$ cat src/rtl/alarm_mode_ctrl.sv
// alarm_mode_ctrl
// User-interface sequencer for the alarm clock. It decodes single-cycle
// button pulses (centre/up/down/left/right) and the 1 Hz tick. It then
// sequences the normal, adjust and ringing modes, issues inc/dec pulses to the
// external time counter, and holds the alarm time and alarm enable registers.
//
// Ports:
//   clk, rst          clock, asynchronous active-high reset
//   btn_c/u/d/l/r     one-cycle button pulses
//   tick_1hz          one-cycle pulse per second
//   alarm_match       level, high while current time equals alarm time
//   adjust_mode       high in any adjust state
//   field_sel         0=time hr, 1=time min, 2=alarm hr, 3=alarm min (0 outside adjust)
//   field_blink       toggles on tick_1hz while adjusting
//   time_inc_hr, time_dec_hr, time_inc_min, time_dec_min
//                     one-cycle pulses to the time counter
//   alarm_hr          alarm hour, 0..HR_MAX
//   alarm_min         alarm minute, 0..MIN_MAX
//   alarm_en          alarm armed
//   ringing           high while the alarm rings
//
// Every output is a flop. A button pulse takes effect on the clock edge that
// follows the pulse cycle.
module alarm_mode_ctrl #(
  parameter int RING_SECS = 30,
  parameter int HR_MAX    = 23,
  parameter int MIN_MAX   = 59
) (
  input  logic       clk,
  input  logic       rst,
  input  logic       btn_c,
  input  logic       btn_u,
  input  logic       btn_d,
  input  logic       btn_l,
  input  logic       btn_r,
  input  logic       tick_1hz,
  input  logic       alarm_match,
  output logic       adjust_mode,
  output logic [1:0] field_sel,
  output logic       field_blink,
  output logic       time_inc_hr,
  output logic       time_dec_hr,
  output logic       time_inc_min,
  output logic       time_dec_min,
  output logic [4:0] alarm_hr,
  output logic [5:0] alarm_min,
  output logic       alarm_en,
  output logic       ringing
);

  typedef enum logic [2:0] {
    CLOCK     = 3'd0,
    ADJ_T_HR  = 3'd1,
    ADJ_T_MIN = 3'd2,
    ADJ_A_HR  = 3'd3,
    ADJ_A_MIN = 3'd4,
    RINGING   = 3'd5
  } state_t;

  state_t     state, state_n;
  logic [7:0] ring_cnt, ring_cnt_n;
  logic       match_d;
  logic [4:0] alarm_hr_n;
  logic [5:0] alarm_min_n;
  logic       alarm_en_n;
  logic       field_blink_n;
  logic       time_inc_hr_n, time_dec_hr_n, time_inc_min_n, time_dec_min_n;

  logic       any_btn;
  logic       act_c, act_l, act_r, act_u, act_d;
  logic       match_rise;

  // Hour step with wrap: HR_MAX+1 -> 0 and 0-1 -> HR_MAX.
  function automatic logic [4:0] hr_step(input logic [4:0] v, input logic up);
    if (up) return (v >= 5'(HR_MAX)) ? 5'd0 : v + 5'd1;
    else    return (v == 5'd0) ? 5'(HR_MAX) : v - 5'd1;
  endfunction

  // Minute step with wrap: MIN_MAX+1 -> 0 and 0-1 -> MIN_MAX.
  function automatic logic [5:0] min_step(input logic [5:0] v, input logic up);
    if (up) return (v >= 6'(MIN_MAX)) ? 6'd0 : v + 6'd1;
    else    return (v == 6'd0) ? 6'(MIN_MAX) : v - 6'd1;
  endfunction

  function automatic logic is_adj(input state_t s);
    return (s == ADJ_T_HR) || (s == ADJ_T_MIN) || (s == ADJ_A_HR) || (s == ADJ_A_MIN);
  endfunction

  function automatic logic [1:0] sel_of(input state_t s);
    case (s)
      ADJ_T_MIN: return 2'd1;
      ADJ_A_HR:  return 2'd2;
      ADJ_A_MIN: return 2'd3;
      default:   return 2'd0;
    endcase
  endfunction

  function automatic state_t next_field(input state_t s);
    case (s)
      ADJ_T_HR:  return ADJ_T_MIN;
      ADJ_T_MIN: return ADJ_A_HR;
      ADJ_A_HR:  return ADJ_A_MIN;
      default:   return ADJ_T_HR;
    endcase
  endfunction

  function automatic state_t prev_field(input state_t s);
    case (s)
      ADJ_T_HR:  return ADJ_A_MIN;
      ADJ_T_MIN: return ADJ_T_HR;
      ADJ_A_HR:  return ADJ_T_MIN;
      default:   return ADJ_A_HR;
    endcase
  endfunction

  // Button priority: centre beats left/right, which beats up/down. Any
  // left/right activity (including l+r together) suppresses up/down, and
  // conflicting pairs cancel.
  assign any_btn    = btn_c | btn_u | btn_d | btn_l | btn_r;
  assign act_c      = btn_c;
  assign act_l      = !btn_c && btn_l && !btn_r;
  assign act_r      = !btn_c && btn_r && !btn_l;
  assign act_u      = !btn_c && !(btn_l || btn_r) && btn_u && !btn_d;
  assign act_d      = !btn_c && !(btn_l || btn_r) && btn_d && !btn_u;
  assign match_rise = alarm_match && !match_d;

  always_comb begin
    state_n        = state;
    ring_cnt_n     = ring_cnt;
    alarm_hr_n     = alarm_hr;
    alarm_min_n    = alarm_min;
    alarm_en_n     = alarm_en;
    time_inc_hr_n  = 1'b0;
    time_dec_hr_n  = 1'b0;
    time_inc_min_n = 1'b0;
    time_dec_min_n = 1'b0;

    case (state)
      CLOCK: begin
        if (match_rise && alarm_en) begin
          state_n    = RINGING;
          ring_cnt_n = 8'd0;
        end else if (act_c) begin
          state_n = ADJ_T_HR;
        end else if (act_u) begin
          alarm_en_n = 1'b1;
        end else if (act_d) begin
          alarm_en_n = 1'b0;
        end
      end

      ADJ_T_HR, ADJ_T_MIN, ADJ_A_HR, ADJ_A_MIN: begin
        if (act_c) begin
          state_n = CLOCK;
        end else if (act_r) begin
          state_n = next_field(state);
        end else if (act_l) begin
          state_n = prev_field(state);
        end else if (act_u || act_d) begin
          case (state)
            ADJ_T_HR: begin
              time_inc_hr_n = act_u;
              time_dec_hr_n = act_d;
            end
            ADJ_T_MIN: begin
              time_inc_min_n = act_u;
              time_dec_min_n = act_d;
            end
            ADJ_A_HR:  alarm_hr_n  = hr_step(alarm_hr, act_u);
            default:   alarm_min_n = min_step(alarm_min, act_u);
          endcase
        end
      end

      RINGING: begin
        // A button and the final tick in the same cycle both lead to CLOCK.
        if (any_btn) begin
          state_n = CLOCK;
        end else if (tick_1hz) begin
          ring_cnt_n = ring_cnt + 8'd1;
          if (ring_cnt + 8'd1 >= 8'(RING_SECS)) state_n = CLOCK;
        end
      end

      default: state_n = CLOCK;
    endcase

    // Blink phase restarts on any state change, so entering, leaving or
    // moving between fields always starts with the field shown.
    field_blink_n = (is_adj(state) && (state_n == state)) ? (field_blink ^ tick_1hz) : 1'b0;
  end

  // Register stage: state, alarm registers and all outputs
  always_ff @(posedge clk or posedge rst) begin
    if (rst) begin
      state        <= CLOCK;
      ring_cnt     <= 8'd0;
      match_d      <= 1'b0;
      alarm_hr     <= 5'd0;
      alarm_min    <= 6'd0;
      alarm_en     <= 1'b0;
      field_blink  <= 1'b0;
      time_inc_hr  <= 1'b0;
      time_dec_hr  <= 1'b0;
      time_inc_min <= 1'b0;
      time_dec_min <= 1'b0;
      adjust_mode  <= 1'b0;
      field_sel    <= 2'd0;
      ringing      <= 1'b0;
    end else begin
      state        <= state_n;
      ring_cnt     <= ring_cnt_n;
      match_d      <= alarm_match;
      alarm_hr     <= alarm_hr_n;
      alarm_min    <= alarm_min_n;
      alarm_en     <= alarm_en_n;
      field_blink  <= field_blink_n;
      time_inc_hr  <= time_inc_hr_n;
      time_dec_hr  <= time_dec_hr_n;
      time_inc_min <= time_inc_min_n;
      time_dec_min <= time_dec_min_n;
      adjust_mode  <= is_adj(state_n);
      field_sel    <= sel_of(state_n);
      ringing      <= (state_n == RINGING);
    end
  end

endmodule
$ cat config.mk
export PLATFORM = sky130hd
export DESIGN_NAME = alarm_mode_ctrl
export DESIGN_NICKNAME = d
export VERILOG_FILES = /design/src/rtl/alarm_mode_ctrl.sv
export SDC_FILE = /design/constraint.sdc
export NUM_CORES = 1
export LEC_CHECK = 0
export ABC_AREA = 1
export BUFFER_PORTS_ARGS = -buffer_cell sky130_fd_sc_hd__buf_2
export CORE_UTILIZATION = 48
export DETAILED_ROUTE_END_ITERATION = 10
export PLACE_DENSITY = 0.72
export SLEW_MARGIN = 20
export SYNTH_ARGS = -nofsm -noshare
export SYNTH_HDL_FRONTEND = slang
export SYNTH_SLANG_ARGS = --single-unit
$ cat constraint.sdc
create_clock -name clk -period 1.75 [get_ports clk]
set_input_delay 0 -clock clk [delete_from_list [all_inputs] [get_ports clk]]
set_output_delay 0 -clock clk [all_outputs]
set_load 0.05 [all_outputs]
# --- Word level (Yosys, flattened, before mapping) ---
# Index checks and enable logic that the tools add are counted.
totals:
  output_inout_bits: 21
  register_bits: 33
  inputBits: 9
classes:
  order_cmp: 3
  n_eq_ne: 14
  n_bitwise: 10
  reduce_logical: 38
  n_addsub: 5
  n_mux: 49
ops:
  columns: ["operator", "n"]
  rows:
  - ["$mux W1", 27]
  - ["$pmux W3 S3", 3]
  - ["$mux W3", 8]
  - ["$mux W8", 3]
  - ["$mux W6", 3]
  - ["$pmux W8 S2", 1]
  - ["$mux W5", 3]
  - ["$eq A3 B2 Y1 const B", 4]
  - ["$eq A3 B3 Y1 const B", 4]
  - ["$logic_and A1 B1 Y1", 12]
  - ["$reduce_and A6 Y1", 2]
  - ["$add A8 B1 Y8 const B", 1]
  - ["$ge A8 B5 Y1 const B", 1]
  - ["$logic_or A1 B1 Y1", 8]
  - ["$reduce_and A4 Y1", 2]
  - ["$logic_not A1 Y1", 7]
  - ["$add A6 B1 Y6 const B", 1]
  - ["$eq A3 B1 Y1 const B", 2]
  - ["$ge A6 B6 Y1 const B", 1]
  - ["$logic_not A6 Y1", 1]
  - ["$ne A2 B2 Y1 const B", 3]
  - ["$pmux W2 S3", 1]
  - ["$sub A6 B1 Y6 const B", 1]
  - ["$add A5 B1 Y5 const B", 1]
  - ["11 further kinds", 19]

# --- Longest topological paths before layout ---
# Gate-level depths: netlist of run 1.
depth:
  ltp_word: 11
  ltp_mapped: 13
  depth_no_buf: 13

# --- Least setup slack after synthesis of run 1 ---
# No wires, ideal clock.
synth_path:
  path_kind: "register to register"
  start: "register alarm_min[0]"
  end: "register alarm_min[4]"
  period_less_slack_ps: 1761
  setup_slack_ps: -11
  n_path_buf: 0
  setup_time_ps: 129
  path_stages_with_launch: 9
  t_arrival_ps: 1632
  t_required_ps: 1621
  cell_sequence: "dfrtp_1 inv_1 ha_1 nand2_1 nor2_1 o31ai_1 o21ai_0 nand2_1 o21ai_0"
synth_via:
  elab_chain_cells: 3
  word_cells_on_any_way: 7
  cone_classes: "add/sub: 2; order compare: 1; mux: 3; reduce/logical: 1"
synth_rtl:
  columns: ["element", "line", "text"]
  rows:
  - ["start, declared", "46", "output logic [5:0] alarm_min,"]
  - ["start signal, assigned", "215", "alarm_min <= alarm_min_n;"]
  - ["$sub A6 B1 Y6, or another cell as far along", "82", "else return (v == 6'd0) ? 6'(MIN_MAX) : v - 6'd1;"]
  - ["$mux W6, on equally long branches", "82, 81", null]
  - ["$mux W6 *", "81", "if (up) return (v >= 6'(MIN_MAX)) ? 6'd0 : v + 6'd1;"]
# Every way passes the cells marked *; elsewhere a longest branch is shown, timed or not.
# A chain may end at the register's enable or synchronous reset.

# --- Worst setup path after layout of run 1 ---
layout_path:
  start: "register ring_cnt[0]"
  end: "register adjust_mode"
layout_via:
  elab_chain_cells: 10
  word_cells_on_any_way: 13
  cone_classes: "add/sub: 1; order compare: 1; eq/ne: 4; mux: 4; reduce/logical: 3"
layout_rtl:
  columns: ["element", "line", "text"]
  rows:
  - ["start, declared", "61", "logic [7:0] ring_cnt, ring_cnt_n;"]
  - ["start signal, assigned", "212", "ring_cnt <= ring_cnt_n;"]
  - ["$add A8 B1 Y8 *", "181", "if (ring_cnt + 8'd1 >= 8'(RING_SECS)) state_n = CLOCK;"]
  - ["$ge A8 B5 Y1 *", "181", null]
  - ["$mux W3 *", "181", null]
  - ["$mux W3 *", "179", "end else if (tick_1hz) begin"]
  - ["$mux W3 *", "177", "if (any_btn) begin"]
  - ["$pmux W3 S3 *", "138", "case (state)"]
  - ["$eq A3 B1 Y1 / $eq A3 B2 Y1 (equally long branches)", "86", "return (s == ADJ_T_HR) || (s == ADJ_T_MIN) || (s == ADJ_A_HR) || (s == ADJ_A_MIN);"]
  - ["$logic_or A1 B1 Y1 (2 in series)", "86", null]
  - ["$logic_or A1 B1 Y1 *", "86", null]
  - ["end signal, assigned", "222", "adjust_mode <= is_adj(state_n);"]
  - ["end, declared", "38", "output logic adjust_mode,"]
# Marked as above.

==> flow_summary_export.csv, run 1 <==
group,metric,value,unit
sta,finClkSkew,0.00641,ns
finish,area_delta_synth_final,17.1,%
power,power.density,1030,nW/um^2
route,first_pass_iters,4,
placement,place_inst,370,
power,power_frac_clock,23.1,%
route,wl,4580,um
worst_setup_path,required,1.92,ns
power,p_leak,1.31,nW
clocking,cts_tree,"yes",
finish,layout-drive-gt1-share,22.8,%
clocking,htree_levels,2,
route,drc,0,
worst_setup_path,cpMostUsedCell,"nand2_1",
logic_synthesis,yosysWarnings,0,
run,cap_violations,0,
global_routing,grt_util_met2,36.9,%
sta,finalHoldViolations,0,
global_routing,grt.busiest_layer,"met2",
clocking,clock_sinks,33,
global_routing,use_met3,6.33,%
clocking,cts_root_buf,"clkbuf_8",
run_status,outcome,"completed",
clocking,ctsLongestPathBuffers,2,
logic_synthesis,synthCells,290,
worst_setup_path,cp_max_fo,6,
worst_setup_path,critPathKind,"reg -> reg",
sta,rsz0062_at_grt,"no",
finish,final_core_utilization,60.3,%
floorplanning,num_io_pins,30,
logic_synthesis,synth-seq-cells,33,
route,avgRoutedWirePerCell,12.1,um
global_routing,antenna_found_initial,0,
worst_setup_path,crit_cells,12,
clocking,clkLatencyLatePin,0.29,ns
power,sw_frac_of_total,42.5,%
global_routing,use_met1,27.6,%
global_routing,grt_remaining_overflow,0,
route,initialDrtViolationCount,151,
logic_synthesis,ys_seq_area_share,39.0,%
worst_setup_path,r2r_cells,12,
logic_synthesis,ys_async_sr_fraction,100,%
sta,finalSetupTns,0,ns
hold_path,holdCritPathClass,"in -> reg",
route,num_vias,1976,
finish,num_antenna_cells,0,
floorplanning,rows,23,
floorplanning,die_h,68.4,um
global_routing,grt_pass1_wl,7650,um
sta,max_freq,629,MHz
worst_setup_path,critPathTopFamily,"simple AND/OR/NAND/NOR gates",
clocking,cts_buffers,5,
route,drtAntennaViolNets,0,
power,seq_power_share,39.5,%
power,share_comb_of_total_power,37.5,%
sta,drv_slew,0,
floorplanning,start_util,51.5,%
placement,hpwlAfterDp,3420,um
placement,place_congestion,0.863,
logic_synthesis,synth_cell_types,31,
worst_setup_path,critPathMaxStageDelay,0.46,ns
sta,final-setup-viol-count,0,
global_routing,grt_max_degree,21,
worst_setup_path,cp-start-kind,"flip-flop",
logic_synthesis,ys.flop_type,"dfrtp_1",
finish,num-nets-final,345,
finish,layout.cells.non_filler,379,
worst_setup_path,crit_arrival,1.76,ns
logic_synthesis,synthesis.area,2120,sq um
route,via_per_inst,5.21,
worst_setup_path,worstSetupEndpointType,"flip-flop",
sta,max_slew_margin,64.0,%
sta,worstMarginPinSlew,0.539,ns
logic_synthesis,syn_nets,306,
floorplanning,core,4120,sq um
worst_setup_path,crit_slowest_cell,"dfrtp_2",
floorplanning,die-width,68.4,um
sta,fin_hold_ws,0.0464,ns
logic_synthesis,synth_area_per_cell,7.30,sq um
power,internal-power,1.48,mW
worst_setup_path,worstPathCellList,"ha_4 -> nand2_2 -> nor2_2 -> nand2_1 -> nand2_1 -> nand2_1 -> nor2_1 -> nand3_1 -> nand2_1 -> nand2_2 -> o211ai_1 -> nand2_1",
power,ir_worst_vdd,620,uV
power,netSwitchingPower,1.09,mW
clocking,cts.clk_slew.worst_paths,0.06,ns
power,p_total,2.57,mW
global_routing,grt_use_total,22.8,%
sta,fin_crit_sh,90.9,%
sta,layout_min_cycle_time,1.59,ns
logic_synthesis,synth_edf_count,0,
floorplanning,die-area,4680,sq um
placement,io_buffers,29,
global_routing,grt_pass1_vias,1740,
worst_setup_path,critPathBufInv,0,
hold_path,hold_path_depth,3,
[cell usage in the layout, fill, tap and decap left out, drive strengths merged]
cell,count
nor3,4
nand4,6
o22ai,5
inv,52
o31ai,1
dlygate4sd3,2
nor4,2
buf,33
a31oi,7
xor2,5
xnor2,1
nand3,25
a22oi,1
o211ai,3
clkbuf,7
nor2,44
or2,1
nand2,60
dfrtp,33
o21ai,22
clkinv,1
a21oi,7
ha,7
[sequential cells by signal, summed over array words and instances (netlist names), 2 cells and up]
signal	cells
alarm_min	6
state	3
alarm_hr	5
ring_cnt	8
field_sel	2
[metal layers]
metal	up-vias	share of wire (%)
li1	1014	-
met1	898	46
met2	57	46
met3	7	5.2
met4	0	2.0
met5	-	0
[cells in the mapped netlist, types with 4 or more instances]
cell      n  area, sq um
o21ai_0  19         95.1
dfrtp_1  33          826
nor2_2    8         50.1
nor2_1   35          131
nand4_1   6         37.5
nand3_1  21          105
nand3_2   4         40.0
o22ai_1   5         31.3
inv_2     6         22.5
a31oi_1   7         43.8
ha_1      7         87.6
nand2_1  51          191
a21oi_1   7         35.0
nand2_2   8         50.1
inv_1    46          173
xor2_1    5         43.8
[per-stage QoR]
stage	area [sq um]	worst slack [ns]
finish	2480	0.159
global route	2480	0.0142
CTS	2450	0.107
detailed placement	2340	0.108
global placement	2340	0.151
floorplan	2120	0.0515
[area by class of cell]
| class | count | area, sq um |
|---|---|---|
| clock buffer | 7 | 86.3 |
| timing repair buffer | 35 | 195 |
| tap | 50 | 62.6 |
| sequential | 33 | 830 |
| multi-input combinational | 201 | 1110 |
| inverter | 53 | 199 |
| fill | 417 | 1630 |
[power groups by stage]
stage	sequential (mW)	clock [mW]	combinational, mW
floorplan	1.23	0	0.520
global route	1.03	0.644	1.09
CTS	1.01	0.612	0.952
finish	1.01	0.592	0.962
detailed placement	1.02	0	0.944
global placement	1.02	0	0.933
[timing repair]
item	in CTS	in global routing
buffers inserted	0	0
setup endpoints to repair	0	4
endpoints found under the hold margin	14	0
hold buffers	2	0
gates resized for setup	0	7
[path summary, 6_finish.rpt]
kind / slack (ns) / startpoint / end
hold reg to reg: 0.54 / alarm_en / alarm_en
max in group asynchronous: 0.78 / rst / ring_cnt[0]
min in group asynchronous: 0.28 / rst / alarm_hr[2]
hold / removal: 0.05 / tick_1hz / ring_cnt[5]
setup reg to reg: 0.16 / ring_cnt[0] / adjust_mode
setup / recovery: 0.16 / ring_cnt[0] / adjust_mode
[worst register-to-register path, delay by kind of cell (launching register included)]
kind / cells / cell delay (ns)
flops: 1 / 0.46
simple gates: 10 / 0.75
compound gates: 1 / 0.09
fa+ha+maj: 1 / 0.17
[kinds of logic after synthesis]
family / share of synthesized area [%]
xor+xnor: 2.48
simple gates: 32.0
compound gates: 12.2
flops: 39.0
fa+ha+maj: 4.13
buf+inv: 10.2
No activity file was read; power rests on OpenSTA's default activity.
==> run 2, diff against run 1 <==
--- a/config.mk
+++ b/config.mk
@@ -6,7 +6,7 @@
 export NUM_CORES = 1
 export LEC_CHECK = 0
 export ABC_AREA = 1
-export BUFFER_PORTS_ARGS = -buffer_cell sky130_fd_sc_hd__buf_2
+export BUFFER_PORTS_ARGS = -buffer_cell sky130_fd_sc_hd__clkbuf_2
 export CORE_UTILIZATION = 48
 export DETAILED_ROUTE_END_ITERATION = 10
 export PLACE_DENSITY = 0.72
==> flow_summary_export.csv, run 2 (synthesis results as in run 1) <==
group,metric,value,unit
run_status,outcome,"completed",
finish,layout-drive-gt1-share,23.1,%
clocking,postCtsSetupBuffers,0,
power,sw_frac_of_total,41.1,%
finish,final_cell_mix,"nand2_1, inv_1, nor2_1, dfrtp_1, clkbuf_2",
route,wl,4540,um
finish,layout.cells.non_filler,379,
power,seq_power_share,38.0,%
placement,pre_cts_ws,0.102,ns
clocking,cts_tree,"yes",
sta,max_slew_margin,63.4,%
clocking,cts_buffers,5,
global_routing,grt_pass1_vias,1683,
global_routing,grt_use_total,22.0,%
sta,finalHoldViolations,0,
worst_setup_path,r2r_setup_slack,0.14,ns
placement,place_congestion,0.865,
floorplanning,start_util,51.5,%
worst_setup_path,cp_max_fo,6,
floorplanning,die_h,68.4,um
floorplanning,core,4120,sq um
floorplanning,rows,23,
global_routing,grt_max_degree,21,
route,drc,0,
route,initialDrtViolationCount,154,
clocking,cts.clk_slew.worst_paths,0.07,ns
finish,largestRegisters,"ring_cnt x8, alarm_min x6, alarm_hr x5",
power,power_frac_clock,26.2,%
sta,drv_slew,0,
finish,num_antenna_cells,0,
clocking,cts_root_buf,"clkbuf_8",
floorplanning,die-width,68.4,um
route,first_pass_iters,4,
hold_path,hold_start,"tick_1hz",
route,num_vias,1960,
sta,setup_ws,0.136,ns
power,ir_worst_vdd,623,uV
worst_setup_path,r2r_cells,11,
worst_setup_path,cp-start-kind,"flip-flop",
placement,io_buffers,29,
run,cap_violations,0,
sta,worstMarginPinSlew,0.548,ns
power,netSwitchingPower,1.10,mW
power,internal-power,1.57,mW
finish,num-nets-final,345,
power,power.density,1070,nW/um^2
sta,finClkSkew,0.0107,ns
clocking,ctsLongestPathBuffers,2,
finish,area_delta_synth_final,17.8,%
floorplanning,num_io_pins,30,
sta,max_freq,620,MHz
worst_setup_path,r2r_end,"field_sel[1]",
global_routing,grt_pass1_wl,7560,um
floorplanning,die-area,4680,sq um
worst_setup_path,critPathKind,"reg -> reg",
hold_path,holdCritPathClass,"in -> reg",
worst_setup_path,worstSetupEndpointType,"flip-flop",
placement,place_inst,370,
worst_setup_path,required,1.93,ns
finish,regMostFlops,"ring_cnt",
finish,final_common_cell,"nand2_1",
sta,layout_min_cycle_time,1.61,ns
power,p_leak,1.32,nW
global_routing,grt_remaining_overflow,0,
finish,largest_reg_flops,8,
clocking,clock_sinks,33,
route,avgRoutedWirePerCell,12.0,um
route,via_per_inst,5.17,
hold_path,min_to,"ring_cnt[5]",
global_routing,antenna_found_initial,0,
hold_path,hold_path_depth,3,
worst_setup_path,r2r-start,"ring_cnt[0]",
power,share_comb_of_total_power,35.8,%
placement,hpwlAfterDp,3390,um
route,drtAntennaViolNets,0,
clocking,htree_levels,2,
sta,final-setup-viol-count,0,
worst_setup_path,crit_arrival,1.79,ns
sta,fin_crit_sh,92.2,%
worst_setup_path,startpoint,"ring_cnt[0]",
clocking,clkLatencyLatePin,0.29,ns
## run 2: cell count changes in the layout (fill, tap and decap cells not counted), sizes merged
cell    delta
buf       -29
clkbuf    +27
clkinv     +1
bufinv     +1
## run 2: worst max path at each step
stage	to	cells after the start	slack [ns]
floorplan	alarm_min[4]	8	0.05
global placement	field_sel[1]	11	0.15
detailed placement	adjust_mode	12	0.10
CTS	field_sel[1]	12	0.09
global route	field_sel[1]	12	-0.01
finish	field_sel[1]	11	0.14
## run 2: power by group through the flow
stage	sequential (mW)	clock, mW	combinational, mW
after detailed placement	1.02	0	0.938
after global placement	1.02	0	0.930
after global routing	1.04	0.746	1.07
after CTS	1.01	0.723	0.947
after floorplan	1.23	0	0.520
final	1.01	0.699	0.956
## run 2: stage by stage
stage	hold WS, ns	setup TNS (ns)	cell area [sq um]	utilization [%]	total power, mW
after floorplan	0.0314	0	2120	-	1.75
after global placement	0.0583	0	2340	56.9	1.95
after detailed placement	0.0634	0	2340	56.9	1.96
after CTS	0.0481	0	2460	59.9	2.68
after global routing	0.0749	-0.0238	2500	60.7	2.86
final	0.0586	0	2500	60.7	2.67
## run 2: metal layers
metal / vias to the layer above / track usage (%) / wire [um]
li1: 1008 / - / -
met1: 900 / 28.6 / 2150
met2: 46 / 34.6 / 2100
met3: 6 / 6.50 / 221
met4: 0 / 7.81 / 73
met5: - / 0 / 0
## run 2: cell type report
class	instances	area (sq um)
clock buffers	5	68.8
clock inverters	2	35.0
fillers	399	1620
well taps	50	62.6
flip-flops and latches	33	830
multi-input cells	201	1110
inverters	53	199
repair buffers	35	195
## run 2: worst max-delay path, cell delays in order (launching register included)
cell	delay, ns
dfrtp_2	0.47
ha_4	0.19
nand2_2	0.08
nand2_1	0.08
nor2_1	0.12
nand3_1	0.09
nand3_1	0.08
nand2_1	0.06
nand2_2	0.10
nand3_2	0.10
nand2_1	0.07
nand2_1	0.05
## run 2: what timing repair did
item	4_1_cts	5_1_grt
gates resized for setup	0	7
setup endpoints to repair	0	4
hold buffers	2	0
hold endpoints to repair	14	0
